==> src/rtl/if_fetch_unit.sv <==
// if_fetch_unit: instruction-fetch stage feeding the IF/ID pipeline register.
// Sends in-order requests to instruction memory (valid/ready) and takes
// responses on a valid-only channel. Returned words are buffered in a small
// FIFO, so memory latency and downstream stalls are decoupled. A redirect
// flushes the buffer and silently discards responses that are still in flight.
// Optional feature: define IF_PERF_EN to add the stall_cycles starvation counter.
module if_fetch_unit #(
    parameter logic [31:0] RESET_PC   = 32'h0000_0000,
    parameter int          FIFO_DEPTH = 2
) (
    input  logic        clk,
    input  logic        rst,
    input  logic        pc_running,
    output logic        imem_req_valid,
    input  logic        imem_req_ready,
    output logic [31:0] imem_req_addr,
    input  logic        imem_rsp_valid,
    input  logic [31:0] imem_rsp_data,
    input  logic        keep_instr,
    input  logic        branch_valid,
    input  logic [31:0] branch_target,
    output logic [31:0] pc,
    output logic [31:0] instr_IF,
    output logic        instr_valid
`ifdef IF_PERF_EN
    ,
    output logic [31:0] stall_cycles
`endif
);

    localparam int             PTR_W   = $clog2(FIFO_DEPTH);
    localparam int             CNT_W   = PTR_W + 1;
    localparam logic [CNT_W:0] DEPTH_C = (CNT_W + 1)'(FIFO_DEPTH);

    // Fetch state and occupancy counters
    logic [31:0]      r_fetch_pc;
    logic [CNT_W-1:0] r_out_cnt;    // requests accepted, response not yet seen
    logic [CNT_W-1:0] r_drop_cnt;   // in-flight responses that belong to a dead path
    logic [CNT_W-1:0] r_fifo_cnt;
    logic [PTR_W-1:0] r_fifo_wp;
    logic [PTR_W-1:0] r_fifo_rp;
    logic [PTR_W-1:0] r_aq_wp;
    logic [PTR_W-1:0] r_aq_rp;

    // Storage: instruction buffer and address queue of in-flight requests
    logic [31:0] r_fifo_addr [FIFO_DEPTH];
    logic [31:0] r_fifo_data [FIFO_DEPTH];
    logic [31:0] r_aq_addr   [FIFO_DEPTH];

    logic w_space;
    logic w_req_valid;
    logic w_req_accept;
    logic w_rsp_dropped;
    logic w_fifo_push;
    logic w_fifo_pop;
    logic w_empty;

    // Counting in-flight requests against free buffer slots means every
    // response always has a place to land, so the FIFO can never overflow.
    assign w_space       = ({1'b0, r_out_cnt} + {1'b0, r_fifo_cnt}) < DEPTH_C;
    assign w_req_valid   = ~rst & pc_running & ~branch_valid & w_space;
    assign w_req_accept  = w_req_valid & imem_req_ready;
    assign w_rsp_dropped = imem_rsp_valid & (r_drop_cnt != '0);
    assign w_fifo_push   = imem_rsp_valid & ~w_rsp_dropped & ~branch_valid;
    assign w_empty       = (r_fifo_cnt == '0);
    assign w_fifo_pop    = ~w_empty & ~keep_instr & ~branch_valid;

    assign imem_req_valid = w_req_valid;
    assign imem_req_addr  = r_fetch_pc;

    assign instr_valid = ~w_empty;
    assign pc          = w_empty ? 32'h0 : r_fifo_addr[r_fifo_rp];
    assign instr_IF    = w_empty ? 32'h0 : r_fifo_data[r_fifo_rp];

    // Fetch pointer, outstanding/drop bookkeeping and buffer pointers
    always_ff @(posedge clk or posedge rst) begin
        if (rst) begin
            r_fetch_pc <= RESET_PC;
            r_out_cnt  <= '0;
            r_drop_cnt <= '0;
            r_fifo_cnt <= '0;
            r_fifo_wp  <= '0;
            r_fifo_rp  <= '0;
            r_aq_wp    <= '0;
            r_aq_rp    <= '0;
        end else begin
            // NOTE: non-blocking assignments so every register samples the
            // pre-edge values regardless of statement order.
            if (branch_valid) begin
                r_fetch_pc <= branch_target & 32'hFFFF_FFFC;
            end else if (w_req_accept) begin
                r_fetch_pc <= r_fetch_pc + 32'd4;
            end

            // The address queue tracks every in-flight request, including
            // those on a dead path, so it is never flushed by a redirect.
            if (w_req_accept) begin
                r_aq_wp <= r_aq_wp + PTR_W'(1);
            end
            if (imem_rsp_valid) begin
                r_aq_rp <= r_aq_rp + PTR_W'(1);
            end

            case ({w_req_accept, imem_rsp_valid})
                2'b10:   r_out_cnt <= r_out_cnt + CNT_W'(1);
                2'b01:   r_out_cnt <= r_out_cnt - CNT_W'(1);
                default: r_out_cnt <= r_out_cnt;
            endcase

            // On a redirect everything still in flight after this edge is stale;
            // a response arriving this cycle is already retired either way.
            if (branch_valid) begin
                r_drop_cnt <= r_out_cnt - CNT_W'(imem_rsp_valid);
            end else if (w_rsp_dropped) begin
                r_drop_cnt <= r_drop_cnt - CNT_W'(1);
            end

            if (branch_valid) begin
                r_fifo_cnt <= '0;
                r_fifo_wp  <= '0;
                r_fifo_rp  <= '0;
            end else begin
                if (w_fifo_push) begin
                    r_fifo_wp <= r_fifo_wp + PTR_W'(1);
                end
                if (w_fifo_pop) begin
                    r_fifo_rp <= r_fifo_rp + PTR_W'(1);
                end
                case ({w_fifo_push, w_fifo_pop})
                    2'b10:   r_fifo_cnt <= r_fifo_cnt + CNT_W'(1);
                    2'b01:   r_fifo_cnt <= r_fifo_cnt - CNT_W'(1);
                    default: r_fifo_cnt <= r_fifo_cnt;
                endcase
            end
        end
    end

    // Storage writes: capture request addresses and returned {addr, data}
    // NOTE: the arrays carry no reset; the pointers and counts alone define
    // which entries are valid, and outputs are gated while the buffer is empty.
    always_ff @(posedge clk) begin
        if (w_req_accept) begin
            r_aq_addr[r_aq_wp] <= r_fetch_pc;
        end
        if (w_fifo_push) begin
            r_fifo_addr[r_fifo_wp] <= r_aq_addr[r_aq_rp];
            r_fifo_data[r_fifo_wp] <= imem_rsp_data;
        end
    end

`ifdef IF_PERF_EN
    // Starvation counter: running, nothing to present and downstream not stalled
    always_ff @(posedge clk or posedge rst) begin
        if (rst) begin
            stall_cycles <= '0;
        end else if (pc_running & w_empty & ~keep_instr & (stall_cycles != 32'hFFFF_FFFF)) begin
            stall_cycles <= stall_cycles + 32'd1;
        end
    end
`endif

endmodule

==> config.mk <==
export PLATFORM = sky130hd
export DESIGN_NAME = if_fetch_unit
export DESIGN_NICKNAME = d
export VERILOG_FILES = /design/src/rtl/if_fetch_unit.sv
export SDC_FILE = /design/constraint.sdc
export NUM_CORES = 1
export LEC_CHECK = 0
export CAP_MARGIN = 20
export CORE_MARGIN = 2
export CORE_UTILIZATION = 44
export CTS_BUF_LIST = sky130_fd_sc_hd__clkbuf_2 sky130_fd_sc_hd__clkbuf_4 sky130_fd_sc_hd__clkbuf_8
export DETAILED_ROUTE_END_ITERATION = 7
export DONT_BUFFER_PORTS = 1
export PLACE_DENSITY_LB_ADDON = 0.15
export SETUP_SLACK_MARGIN = 0.05
export SLEW_MARGIN = 25
export SYNTH_ARGS = -nofsm -noshare
export SYNTH_HDL_FRONTEND = slang
export SYNTH_SLANG_ARGS = --single-unit
==> constraint.sdc <==
create_clock -name clk -period 5.9 [get_ports clk]
set_input_delay 1.475 -clock clk [delete_from_list [all_inputs] [get_ports clk]]
set_output_delay 1.475 -clock clk [all_outputs]
set_load 0.01 [all_outputs]
# Word-level counts from Yosys, hierarchy flattened
# Memory sizes are Yosys's and may differ from the RTL's.
# Cells that the tools add are included.
[word_totals] reg_bits=42 ram_bits=192 output_inout_bits=98 n_memories=3
[classes] add_sub_neg=12 order_cmp=1 n_eq_ne=4 muxes=17 n_bitwise=14 n_reduce_logical=8
[mem_list] memory="r_aq_addr" words=2 width=32 rd=1 rd_clocked_by_memory_dff=0 wr=1 line="48" text="logic [31:0] r_aq_addr [FIFO_DEPTH];"
[mem_list] memory="r_fifo_addr" words=2 width=32 rd=1 rd_clocked_by_memory_dff=0 wr=1 line="46" text="logic [31:0] r_fifo_addr [FIFO_DEPTH];"
[mem_list] memory="r_fifo_data" words=2 width=32 rd=1 rd_clocked_by_memory_dff=0 wr=1 line="47" text="logic [31:0] r_fifo_data [FIFO_DEPTH];"
[ops] cell="32-bit 2-to-1 mux" n=4
[ops] cell="32-bit by 3-bit adder with 32-bit output, second input constant" n=1
[ops] cell="2-bit nonzero test" n=6
[ops] cell="1-bit bitwise AND" n=9
[ops] cell="1-bit 2-to-1 mux" n=8
[ops] cell="2-bit one-hot mux with 2 select lines" n=2
[ops] cell="2-bit 2-to-1 mux" n=3
[ops] cell="2-bit by 1-bit subtractor with 2-bit output, second input constant" n=3
[ops] cell="1-bit NOT" n=5
[ops] cell="1-bit adder, second input constant" n=4
[ops] cell="2-bit by 1-bit adder with 2-bit output, second input constant" n=2
[ops] cell="2-bit by 1-bit equality test with 1-bit output, second input constant" n=2
[ops] cell="2-bit equality test, second input constant" n=2
[ops] cell="2-bit by 2-bit adder with 3-bit output" n=1
[ops] cell="3-bit by 2-bit less-than comparator with 1-bit output, second input constant" n=1
[ops] cell="3-bit nonzero test" n=1
[ops] cell="2-bit logical NOT" n=1
[ops] cell="2-bit by 1-bit subtractor with 2-bit output" n=1

# Depth between registers and ports, before layout
[logic_depth] depth_word=8 depth_mapped=11 depth_no_buf=9

# Worst setup path before layout
# No wires, ideal clock.
[synth_timing] path_kind="input to register" start="input port branch_valid" end="memory r_fifo_addr[1][10], enable pin" setup_ps=571 t_arrival_ps=6360 t_required_ps=5329 setup_slack_ps=-1031 cell_stages=3 cell_sequence="buf_6 -> clkbuf_1 -> nor3b_1"
[synth_between] elab_chain_len=4
[synth_rtl] element="start, declared" line="20" text="input logic branch_valid,"
[synth_rtl] element="1-bit NOT" line="64" text="assign w_fifo_push = imem_rsp_valid & ~w_rsp_dropped & ~branch_valid;"
[synth_rtl] element="1-bit bitwise AND" line="64"
[synth_rtl] element="1-bit 2-to-1 mux" line="145" text="if (w_fifo_push) begin"
[synth_rtl] element="1-bit 2-to-1 mux (implied by the code)" line="146" text="r_fifo_addr[r_fifo_wp] <= r_aq_addr[r_aq_rp];"
[synth_rtl] element="end, declared" line="46"
# No other way between the ends.

# Worst setup path in the final report
[layout_timing] start="register r_fifo_cnt[0]" end="output port pc[31]"
[layout_between] elab_chain_len=2
[layout_rtl] element="start, declared" line="39" text="logic [CNT_W-1:0] r_fifo_cnt;"
[layout_rtl] element="start signal, assigned" line="130" text="2'b10: r_fifo_cnt <= r_fifo_cnt + CNT_W'(1);"
[layout_rtl] element="start signal, assigned" line="131" text="2'b01: r_fifo_cnt <= r_fifo_cnt - CNT_W'(1);"
[layout_rtl] element="start signal, assigned" line="132" text="default: r_fifo_cnt <= r_fifo_cnt;"
[layout_rtl] element="2-bit logical NOT" line="65" text="assign w_empty = (r_fifo_cnt == '0);"
[layout_rtl] element="32-bit 2-to-1 mux" line="72" text="assign pc = w_empty ? 32'h0 : r_fifo_addr[r_fifo_rp];"
[layout_rtl] element="end, declared" line="22" text="output logic [31:0] pc,"
# No other way between the ends.

==> qor.yml <==
status:
  status: "complete, no violations"
sta:
  fmax_mhz: 260
  slew_headroom_pct: 38.7
  setup_tns_ns: 0
  maxSlewViolCount: 0
  fin_crit_sh_pct: 65.1
  hold_ws_ns: 0.545
  fin_skew_ns: 0.0255
  finalCriticalPeriod_ns: 3.84
  setup_viol_count_final: 0
  worstMarginPinSlew_ns: 0.918
  fin_ws_ns: 2.06
  rsz0062_at_grt: "false"
  hold_viol_final: 0
critical_path:
  path_max_fanout: 35
  rr_startpoint: "r_fifo_cnt[0]$_DFFE_PP0P_"
  r2r_cells: 6
  crit_path_start_kind: "flop"
  cp.arrival_ns: 2.36
  path_class: "reg -> out"
  r2r-end: "r_aq_addr[0][9]$_DFFE_PP_"
  rrSetupSlack_ns: 2.29
  cp-end-kind: "output port"
  crit_required_ns: 4.43
power_and_ir_drop:
  total_leakage_power_nw: 3.38
  p_int_mw: 2.79
  p_comb_share_pct: 12.9
  power.density_nw_per_um2: 372
  clockPowerShare_pct: 34.0
  p_sw_share_pct: 26.5
  p_seq_share_pct: 53.1
  peakVddDrop_v: 0.000163
  p_switching_mw: 1.01
global_routing:
  grt_max_degree: 56
  grt_pass1_vias: 5197
  grt_pass1_wl_microns: 29400
  grt_usage_pct: 17.4
  antenna_found_initial: 0
  grt.overflow.total: 0
finish:
  final_core_util_pct: 50.2
  drive_gt1_share_pct: 14.6
  areaGrowthSynthToFinish_pct: 11.1
  finalNetCount: 728
  antennaDiodeCount: 0
  fin_cells: 947
  fillers: 1739
detailed_routing:
  vias: 5138
  via_per_inst: 5.43
  firstDrtPassIters: 4
  drc: 0
  wl_per_cell_microns: 20.2
  drtIter0Drc: 223
  routed_wl_microns: 19100
  ant_nets: 0
floorplan:
  die_x_microns: 149
  rows: 52
  core-area_sq_um: 20400
  die-area_sq_um: 22100
  pin_count: 169
  die_y_microns: 149
  start_util_pct: 45.1
clock_network:
  cts_sinks: 224
  insertion_delay_ns: 0.53
  clock_path_buffers: 3
  htreeDepth: 2
  cts_hold_buf: 0
  root_buffer: "clkbuf_8"
  cts_tree: "yes"
  post_cts_resized: 0
  cts_buffers: 38
  post-cts-setup-buffers: 0
  path_clk_slew_ns: 0.06
placed_design:
  dp.cells: 882
  dp_slack_ns: 1.88
  port_buffers: 0
  gp_congestion: 0.773
  dp_hpwl_microns: 12200
synthesis:
  synth.area.top_cells: "edfxtp_1 60%, dfrtp_1 11%, mux2i_1 6.9%"
  yosysMostFrequentCell: "edfxtp_1"
  synthTopCellsByCount: "184 x edfxtp_1, 87 x nor2_1, 63 x mux2i_1"
  yosysUniqueCellTypes: 45
  synth-edff-count: 184
  synth-seq-area-share_pct: 71.0
  async_flop_share_pct: 17.9
  yosys_warnings: 0
  netlist_area_sq_um: 9190
  synth_top_flop_cell: "edfxtp_1"
  synthCells: 635
  ys_seq_elements: 224
  avgSynthCellArea_sq_um: 14.5
  synth_area_leader_cell: "edfxtp_1"
  yosysTopAreaCellShare_pct: 60.1
worst_hold_path:
  hold_path_class: "reg -> reg"
  hold_path_end: "r_out_cnt[0]$_DFFE_PP0P_"
  hold_start: "r_out_cnt[0]$_DFFE_PP0P_"
  hold_depth: 1
flow_run:
  maxCapViolations: 0
per-stage QoR:
step	cell area [sq um]	total power, mW
finish	10200	3.80
global route	10200	3.98
CTS	10200	3.85
detailed placement	9510	2.55
global placement	9490	2.53
floorplan	9210	2.40
state kept, by name, summed over array words and instances, names as in the netlist:
signal and count:
r_fifo_wp 1, r_drop_cnt 2, r_fifo_cnt 2, imem_req_addr 30, r_out_cnt 2, r_fifo_rp 1
r_aq_addr 60, r_fifo_data 64, r_aq_wp 1, r_aq_rp 1, r_fifo_addr 60
area by class of cell:
cell class,count,area (sq um),area share [%]
Sequential cell,224,6530,63.9
Multi-Input combinational cell,368,2500,24.5
Tap cell,270,338,3.31
Timing Repair Buffer,8,92.6,0.907
Clock inverter,18,104,1.02
Clock buffer,47,597,5.84
Inverter,12,47.5,0.466
cells by family (layout without fill, tap and decap cells):
family,after synthesis,count (layout),synth area share (%)
AOI/OAI and AO/OA,64,64,4.64
xor gates and xnor gates,16,16,1.52
adders and majority gates,5,5,0.762
buffers and inverters,46,85,2.27
DFF,224,224,71.0
muxes,93,93,10.5
other,1,4,0.0408
and+or+nand+nor,186,186,9.22
layer usage:
layer | up-vias | share of wire, % | track usage, %
met5 | - | 0 | 0
met1 | 2511 | 39 | 21.0
met4 | 0 | 2.7 | 6.76
met2 | 190 | 49 | 28.6
met3 | 45 | 9.8 | 6.47
li1 | 2392 | - | -
layout by cell type (no fill, tap or decap), types with 3 or more instances in the layout:
master and instances:
a21oi_1 8, a22oi_1 3, a31oi_1 3, and2_1 4
and3_1 5, buf_4 6, clkbuf_4 8, clkbuf_8 39
clkinv_1 11, clkinv_2 5, conb_1 4, dfrtp_1 39
edfxtp_1 184, ha_1 4, inv_1 11, mux2_2 30
mux2i_1 63, nand2_1 36, nand2b_1 3, nand3_1 16
nand3b_1 5, nand4_1 11, nor2_1 85, nor3_1 6
o211ai_1 8, o21ai_0 21, o311ai_0 7, o31a_1 3
or3_1 5, xnor2_1 8, xor2_1 8
power groups by stage:
stage	Combinational [mW]	Clock (mW)	Sequential [mW]
detailed placement	0.500	0	2.05
global route	0.550	1.40	2.03
floorplan	0.420	0	1.98
global placement	0.476	0	2.06
finish	0.492	1.29	2.02
CTS	0.507	1.32	2.02
worst max-delay path by stage:
stage / endpoint / startpoint / depth (start not counted) / slack [ns]
4_1_cts: pc[19] / r_fifo_cnt[0]$_DFFE_PP0P_ / 3 / 1.98
3_5_place_dp: r_aq_addr[0][4]$_DFFE_PP_ / branch_valid / 4 / 1.88
2_1_floorplan: r_fifo_addr[0][10]$_DFFE_PP_ / branch_valid / 3 / 1.16
6_report: pc[31] / r_fifo_cnt[0]$_DFFE_PP0P_ / 3 / 2.06
5_1_grt: pc[31] / r_fifo_cnt[0]$_DFFE_PP0P_ / 3 / 1.86
3_3_place_gp: r_aq_addr[0][4]$_DFFE_PP_ / branch_valid / 4 / 1.93
worst max-delay path, cell delays in order, from the launching register on:
cell and delay (ns):
dfrtp_1 0.46, nor2_4 0.72, buf_4 0.47, nor2_1 0.18
(Power assumes the default switching activity.)
